## config.mk

```make
export PLATFORM = sky130hd
export DESIGN_NAME = if_stage
export DESIGN_NICKNAME = d
export VERILOG_FILES = /design/src/rtl/if_stage.sv
export SDC_FILE = /design/constraint.sdc
export NUM_CORES = 1
export LEC_CHECK = 0
export ABC_CLOCK_PERIOD_IN_PS = 1900
export CAP_MARGIN = 5
export CORE_ASPECT_RATIO = 0.75
export CORE_MARGIN = 2
export CORE_UTILIZATION = 35
export CTS_BUF_LIST = sky130_fd_sc_hd__clkbuf_8
export DETAILED_ROUTE_END_ITERATION = 12
export DONT_BUFFER_PORTS = 1
export GPL_TIMING_DRIVEN = 0
export PLACE_DENSITY = 0.62
export SLEW_MARGIN = 10
export SYNTH_ARGS = -nofsm -noshare
export SYNTH_HDL_FRONTEND = slang
export SYNTH_SLANG_ARGS = --single-unit
export TNS_END_PERCENT = 20
```

## constraint.sdc

```tcl
create_clock -name clk -period 1.9 [get_ports clk]
set_input_delay 0.38 -clock clk [delete_from_list [all_inputs] [get_ports clk]]
set_output_delay 0.38 -clock clk [all_outputs]
set_load 0.005 [all_outputs]
```

## src/rtl/if_stage.sv

```systemverilog
// ----------------------------------------------------------------------------
// if_stage : instruction-fetch stage with IF/ID pipeline register.
//
// Holds the fetch PC, drives the word address to a combinational instruction
// ROM and captures the returned word plus its PC and PC+8 into the IF/ID
// register. The architecture has a branch delay slot, so a redirect only
// steers the PC and never flushes IF/ID. A stall freezes PC and IF/ID and
// overrides any redirect in the same cycle.
//
// Optional feature macro: IF_PERF_CNT_EN adds fetch/stall performance counters.
//
// Parameters
//   PC_RESET     first fetch address after reset
//   IM_AW        instruction-memory word-address width
// Ports
//   clk          rising-edge clock
//   reset        synchronous active-low reset
//   stall        freeze PC and IF/ID
//   redirect     branch/jump taken (resolved in D)
//   redirect_pc  branch/jump target
//   imem_addr    word address to instruction ROM (pc_f[IM_AW+1:2])
//   imem_data    instruction word returned in the same cycle
//   pc_f         current fetch PC
//   ir_d         D-stage instruction
//   pc_d         D-stage PC
//   pc8_d        D-stage PC+8 (link value)
//   imm16_d      ir_d[15:0]
//   extop_d      extender mode: 0 sign, 1 zero, 2 upper
//   fetch_cnt    (IF_PERF_CNT_EN) edges out of reset with stall=0
//   stall_cnt    (IF_PERF_CNT_EN) edges out of reset with stall=1
// ----------------------------------------------------------------------------
module if_stage #(
    parameter logic [31:0] PC_RESET = 32'h0000_3000,
    parameter int unsigned IM_AW    = 10
) (
    input  logic             clk,
    input  logic             reset,
    input  logic             stall,
    input  logic             redirect,
    input  logic [31:0]      redirect_pc,
    output logic [IM_AW-1:0] imem_addr,
    input  logic [31:0]      imem_data,
    output logic [31:0]      pc_f,
    output logic [31:0]      ir_d,
    output logic [31:0]      pc_d,
    output logic [31:0]      pc8_d,
    output logic [15:0]      imm16_d,
    output logic [1:0]       extop_d
`ifdef IF_PERF_CNT_EN
    ,
    output logic [31:0]      fetch_cnt,
    output logic [31:0]      stall_cnt
`endif
);

    localparam int unsigned XLEN   = 32;
    localparam int unsigned OP_W   = 6;

    localparam logic [OP_W-1:0] OP_ANDI = 6'h0C;
    localparam logic [OP_W-1:0] OP_ORI  = 6'h0D;
    localparam logic [OP_W-1:0] OP_XORI = 6'h0E;
    localparam logic [OP_W-1:0] OP_LUI  = 6'h0F;

    localparam logic [1:0] EXT_SIGN  = 2'd0;
    localparam logic [1:0] EXT_ZERO  = 2'd1;
    localparam logic [1:0] EXT_UPPER = 2'd2;

    logic [XLEN-1:0] pc_next;

    // Next PC: redirect target (loaded unaligned as-is) or sequential +4.
    always_comb begin
        pc_next = pc_f + XLEN'(4);
        if (redirect) begin
            pc_next = redirect_pc;
        end
    end

    // PC and IF/ID register; stall freezes both and masks redirect.
    always_ff @(posedge clk) begin
        if (!reset) begin
            pc_f  <= PC_RESET;
            ir_d  <= '0;
            pc_d  <= PC_RESET;
            pc8_d <= PC_RESET + XLEN'(8);
        end else if (!stall) begin
            pc_f  <= pc_next;
            ir_d  <= imem_data;
            pc_d  <= pc_f;
            pc8_d <= pc_f + XLEN'(8);
        end
    end

    assign imem_addr = pc_f[IM_AW+1:2];
    assign imm16_d   = ir_d[15:0];

    // Extender mode from the D-stage opcode; logical immediates zero-extend.
    always_comb begin
        extop_d = EXT_SIGN;
        case (ir_d[31:26])
            OP_ANDI, OP_ORI, OP_XORI: extop_d = EXT_ZERO;
            OP_LUI:                   extop_d = EXT_UPPER;
            default:                  extop_d = EXT_SIGN;
        endcase
    end

`ifdef IF_PERF_CNT_EN
    // Performance counters, wrapping silently at 2^32.
    always_ff @(posedge clk) begin
        if (!reset) begin
            fetch_cnt <= '0;
            stall_cnt <= '0;
        end else if (stall) begin
            stall_cnt <= stall_cnt + XLEN'(1);
        end else begin
            fetch_cnt <= fetch_cnt + XLEN'(1);
        end
    end
`endif

endmodule

```

# == Word-level counts from Yosys, hierarchy flattened ==
# Index checks and enable logic that the tools add are counted.
# word_totals
register_bits,128
inputBits,68
out_inout_bits,156
# classes
n_addsub,2
n_eq_ne,4
n_mux,2
n_reduce_logical,1
# op_table
operator,n
$add A32 B3 Y32 const B,1
$add A32 B4 Y32 const B,1
$mux W32,1
$eq A6 B4 Y1 const B,4
$pmux W2 S2,1
$reduce_or A3 Y1,1

# == Longest topological paths before layout ==
# depth
depth_word,3
ltp_mapped,7
depth_no_buf,6

# == Least setup slack after synthesis ==
# OpenSTA, ideal clock, no wires.
# synth_timing
path_kind,reg2reg
from,register pc_f[3]
to,register pc_f[31]
arrival_ns,1.770
setup_slack_ns,0.044
stages_incl_launch_ff,8
n_path_buf,1
period_less_slack_ns,1.856
path_cell_list,dfxtp_1 ha_1 clkbuf_1 nand4_1 nor3_4 nand4_1 xor2_1 a211oi_1
# synth_between
elab_chain_len,2
# synth_rtl
element,line_no,rtl
"start, declared",43,"output logic [31:0] pc_f,"
"start signal, assigned",86,pc_f <= pc_next;
$add A32 B3 Y32,72,pc_next = pc_f + XLEN'(4);
$mux W32,73,if (redirect) begin
# No other way between the ends.
# A chain may end at the register's enable or synchronous reset.

# == Final worst setup path ==
# layout_timing
from,register pc_f[21]
to,register pc8_d[31]
# layout_between
elab_chain_len,1
# layout_rtl
element,line_no,rtl
$add A32 B4 Y32,89,pc8_d <= pc_f + XLEN'(8);
"end signal, assigned",84,pc8_d <= PC_RESET + XLEN'(8);
"end signal, assigned",89,
"end, declared",46,"output logic [31:0] pc8_d,"
# No other way between the ends.

==> impl_metrics.env <==
export IMPL_outcome="complete, no violations"
export IMPL_max_slew_margin_rel_pct=23.7
export IMPL_synthToLayoutAreaGrowth_pct=17.8
export IMPL_startpoint_type="register"
export IMPL_final_hold_violation_count=0
export IMPL_antennaDiodeCount=0
export IMPL_synthXorXnorAreaFrac_pct=4.64
export IMPL_synthesis_area_um2=6040
export IMPL_antenna_found_initial=0
export IMPL_fp_dieArea_um2=18300
export IMPL_r2r_cells=6
export IMPL_avgSynthCellArea_um2=8.74
export IMPL_routed_wl_um=20800
export IMPL_r2r_slack_ns=0.03
export IMPL_worstSkewPairLatency_ns=0.46
export IMPL_synthFlopType="dfxtp_1"
export IMPL_cts_root_buf="clkbuf_8"
export IMPL_min_from="redirect_pc[1]"
export IMPL_crit_chain="buf_2, nand2_1, nor3_4, nand4_1, xor2_2, a21oi_1"
export IMPL_final_cell_mix="dfxtp_1, nor2_1, mux2i_1, buf_4"
export IMPL_critPathCaptureType="register"
export IMPL_cts_buffer_depth=2
export IMPL_cts_tree="yes"
export IMPL_ys_seq_area_share_pct=41.4
export IMPL_pre_cts_ws_ns=-0.631
export IMPL_synthCells=691
export IMPL_synth_edf_count=0
export IMPL_synth_warnings=0
export IMPL_powerDensity_nw_per_um2=869
export IMPL_dp_cells=906
export IMPL_synth_top_family_by_area="simple AND/OR/NAND/NOR gates"
export IMPL_synth_compound_area_share_pct=13.0
export IMPL_fp_coreArea_um2=16900
export IMPL_vias=5365
export IMPL_tns_ns=0
export IMPL_hold_class="primary input to register"
export IMPL_drc_errors=0
export IMPL_postSynth_asyncResetShare_pct=0
export IMPL_cts_inserted_buffers=17
export IMPL_r2r_end="pc8_d[31]"
export IMPL_holdPathEnd="pc_f[1]"
export IMPL_grt_max_degree=17
export IMPL_place_gp_congestion=0.939
export IMPL_grt_ovfl_total=0
export IMPL_final_cells=963
export IMPL_critical_path_required_ns=2.22
export IMPL_fp_dieW_um=156
export IMPL_setup_viol=0
export IMPL_yosys_cell_types_count=57
export IMPL_synthAdderAreaFrac_pct=0.414
export IMPL_worst_slack_ns=0.0308
export IMPL_fin_util_pct=42.1
export IMPL_crit_fanout=8
export IMPL_rows=41
export IMPL_max_freq_ghz=0.535
export IMPL_worstSetupPathType="register to register"
export IMPL_viasPerCell=5.57
export IMPL_final_max_slew_viol_count=0
export IMPL_whs_path_depth=2
export IMPL_max_stage_delay_ns=0.38
export IMPL_rsz0062_at_grt="true"
export IMPL_finalCriticalPeriod_ns=1.87
export IMPL_power_static_leakage_nw=2.86
export IMPL_finClkSkew_ns=0.0142
export IMPL_start_util_pct=35.8
export IMPL_drtAntennaViolNets=0
export IMPL_ys_ff_latch=125
export IMPL_synthSimpleGateAreaFrac_pct=20.8
export IMPL_fill_cells=1686
export IMPL_nets=805
export IMPL_wl_per_cell_um=21.6
export IMPL_portBuffers=0
export IMPL_io_pins=224
export IMPL_clk_pin_slew_ns=0.08
export IMPL_fin_crit_sh_pct=98.4
export IMPL_grt_pass1_vias=4853
export IMPL_crit_arrival_ns=2.19
export IMPL_drv_cap=0
export IMPL_place_hpwl_um=15000
export IMPL_cts_sinks=125
export IMPL_r2r_start="pc_f[21]"
export IMPL_layout_commonest_cell="dfxtp_1"
export IMPL_grt_pass1_wl_um=30200
export IMPL_peakVddDrop_uv=393
export IMPL_yosys_mux_area_fraction_pct=10.8
export IMPL_dr_pass1_iters=8
export IMPL_power_total_mw=6.18
export IMPL_drive_gt1_share_pct=21.3
export IMPL_worst_pin_slew_ns=1.14
export IMPL_fp_dieH_um=118
export IMPL_drt_iter0_markers=532
export IMPL_cp_slowest_cell="dfxtp_1"
export IMPL_track_usage_pct=22.0
export IMPL_htreeDepth=4
export IMPL_postSynthNetCount=761
==> per-stage QoR <==
stage	hold slack (ns)	area (um^2)
floorplan	0.457	6040
global placement	0.493	6310
detailed placement	0.497	6310
CTS	0.0418	6880
global route	0.0443	7110
finish	0.0564	7110
==> power breakdown <==
group / internal [mW] / leakage (nW) / switching (mW)
registers: 2.76 / 1.03 / 0.165
clock network: 1.32 / 0.213 / 1.26
logic: 0.272 / 1.62 / 0.408
total: 4.35 / 2.86 / 1.83
==> state kept, by name (all words and copies together) (netlist names) <==
register	flops
pc_f	32
pc8_d	29
ir_d	32
pc_d	32
==> worst max-delay path by stage <==
stage	start	endpoint	slack (ns)	depth (start not counted)
after global placement	pc_f[3]	pc8_d[31]	-0.65	7
after floorplan	pc_f[3]	pc_f[31]	0.04	7
final	pc_f[21]	pc8_d[31]	0.03	6
after detailed placement	pc_f[3]	pc8_d[31]	-0.63	7
after CTS	pc_f[7]	pc8_d[24]	-0.002	6
after global routing	pc_f[21]	pc_f[26]	-0.05	6
==> cell type report <==
| cell class | instances | area (um^2) | area share [%] |
|---|---|---|---|
| Buffer | 88 | 548 | 7.71 |
| Clock buffer | 17 | 234 | 3.29 |
| Clock inverter | 15 | 189 | 2.66 |
| Inverter | 6 | 22.5 | 0.317 |
| Multi-Input combinational cell | 471 | 3120 | 43.9 |
| Sequential cell | 125 | 2530 | 35.6 |
| Tap cell | 215 | 269 | 3.78 |
| Timing Repair Buffer | 26 | 195 | 2.74 |
==> logic make-up (layout without fill, tap and decap cells) <==
logic type      after synthesis  count (layout)
compound gates              132             132
flops                       125             125
fa+ha+maj                     2               2
xor+xnor                     32              32
buf+inv                      95             152
mux                          65              65
simple gates                240             240
==> worst max-delay path, delay by kind of cell, from the launching register on <==
| family | cells | cell delay, ns |
|---|---|---|
| compound gates | 1 | 0.11 |
| xor+xnor | 1 | 0.25 |
| buf+inv | 1 | 0.23 |
| flops | 1 | 0.38 |
| simple gates | 3 | 0.77 |
==> Yosys cell counts (all sizes together), types with 8 or more instances <==
library cell | n | share of area (%)
nand3 | 21 | 1.8
nand4 | 18 | 2.7
nor4 | 8 | 1.8
nor3 | 22 | 2.5
xnor2 | 13 | 1.9
o21ai | 44 | 3.6
nand2 | 45 | 2.9
nor2 | 106 | 6.6
buf | 58 | 6.6
dfxtp | 125 | 41
clkbuf | 31 | 1.9
a211oi | 13 | 1.6
mux2i | 65 | 11
xor2 | 19 | 2.8
a22oi | 9 | 1.1
a21oi | 40 | 3.3
==> repair_timing <==
| action | 4_1_cts | 5_1_grt |
|---|---|---|
| setup buffers | 11 | 15 |
| hold buffers | 0 | 0 |
| pin swaps | 10 | 12 |
| setup endpoints to repair | 41 | 26 |
| resized for setup | 22 | 33 |
==> routing by layer <==
metal | track usage [%] | up-vias | wire length (um)
met4 | 6.25 | 0 | 476
met1 | 29.3 | 2543 | 8780
met2 | 31.1 | 302 | 8750
met5 | 0 | - | 0
met3 | 10.9 | 37 | 2810
li1 | - | 2483 | -
(Power assumes the default switching activity.)
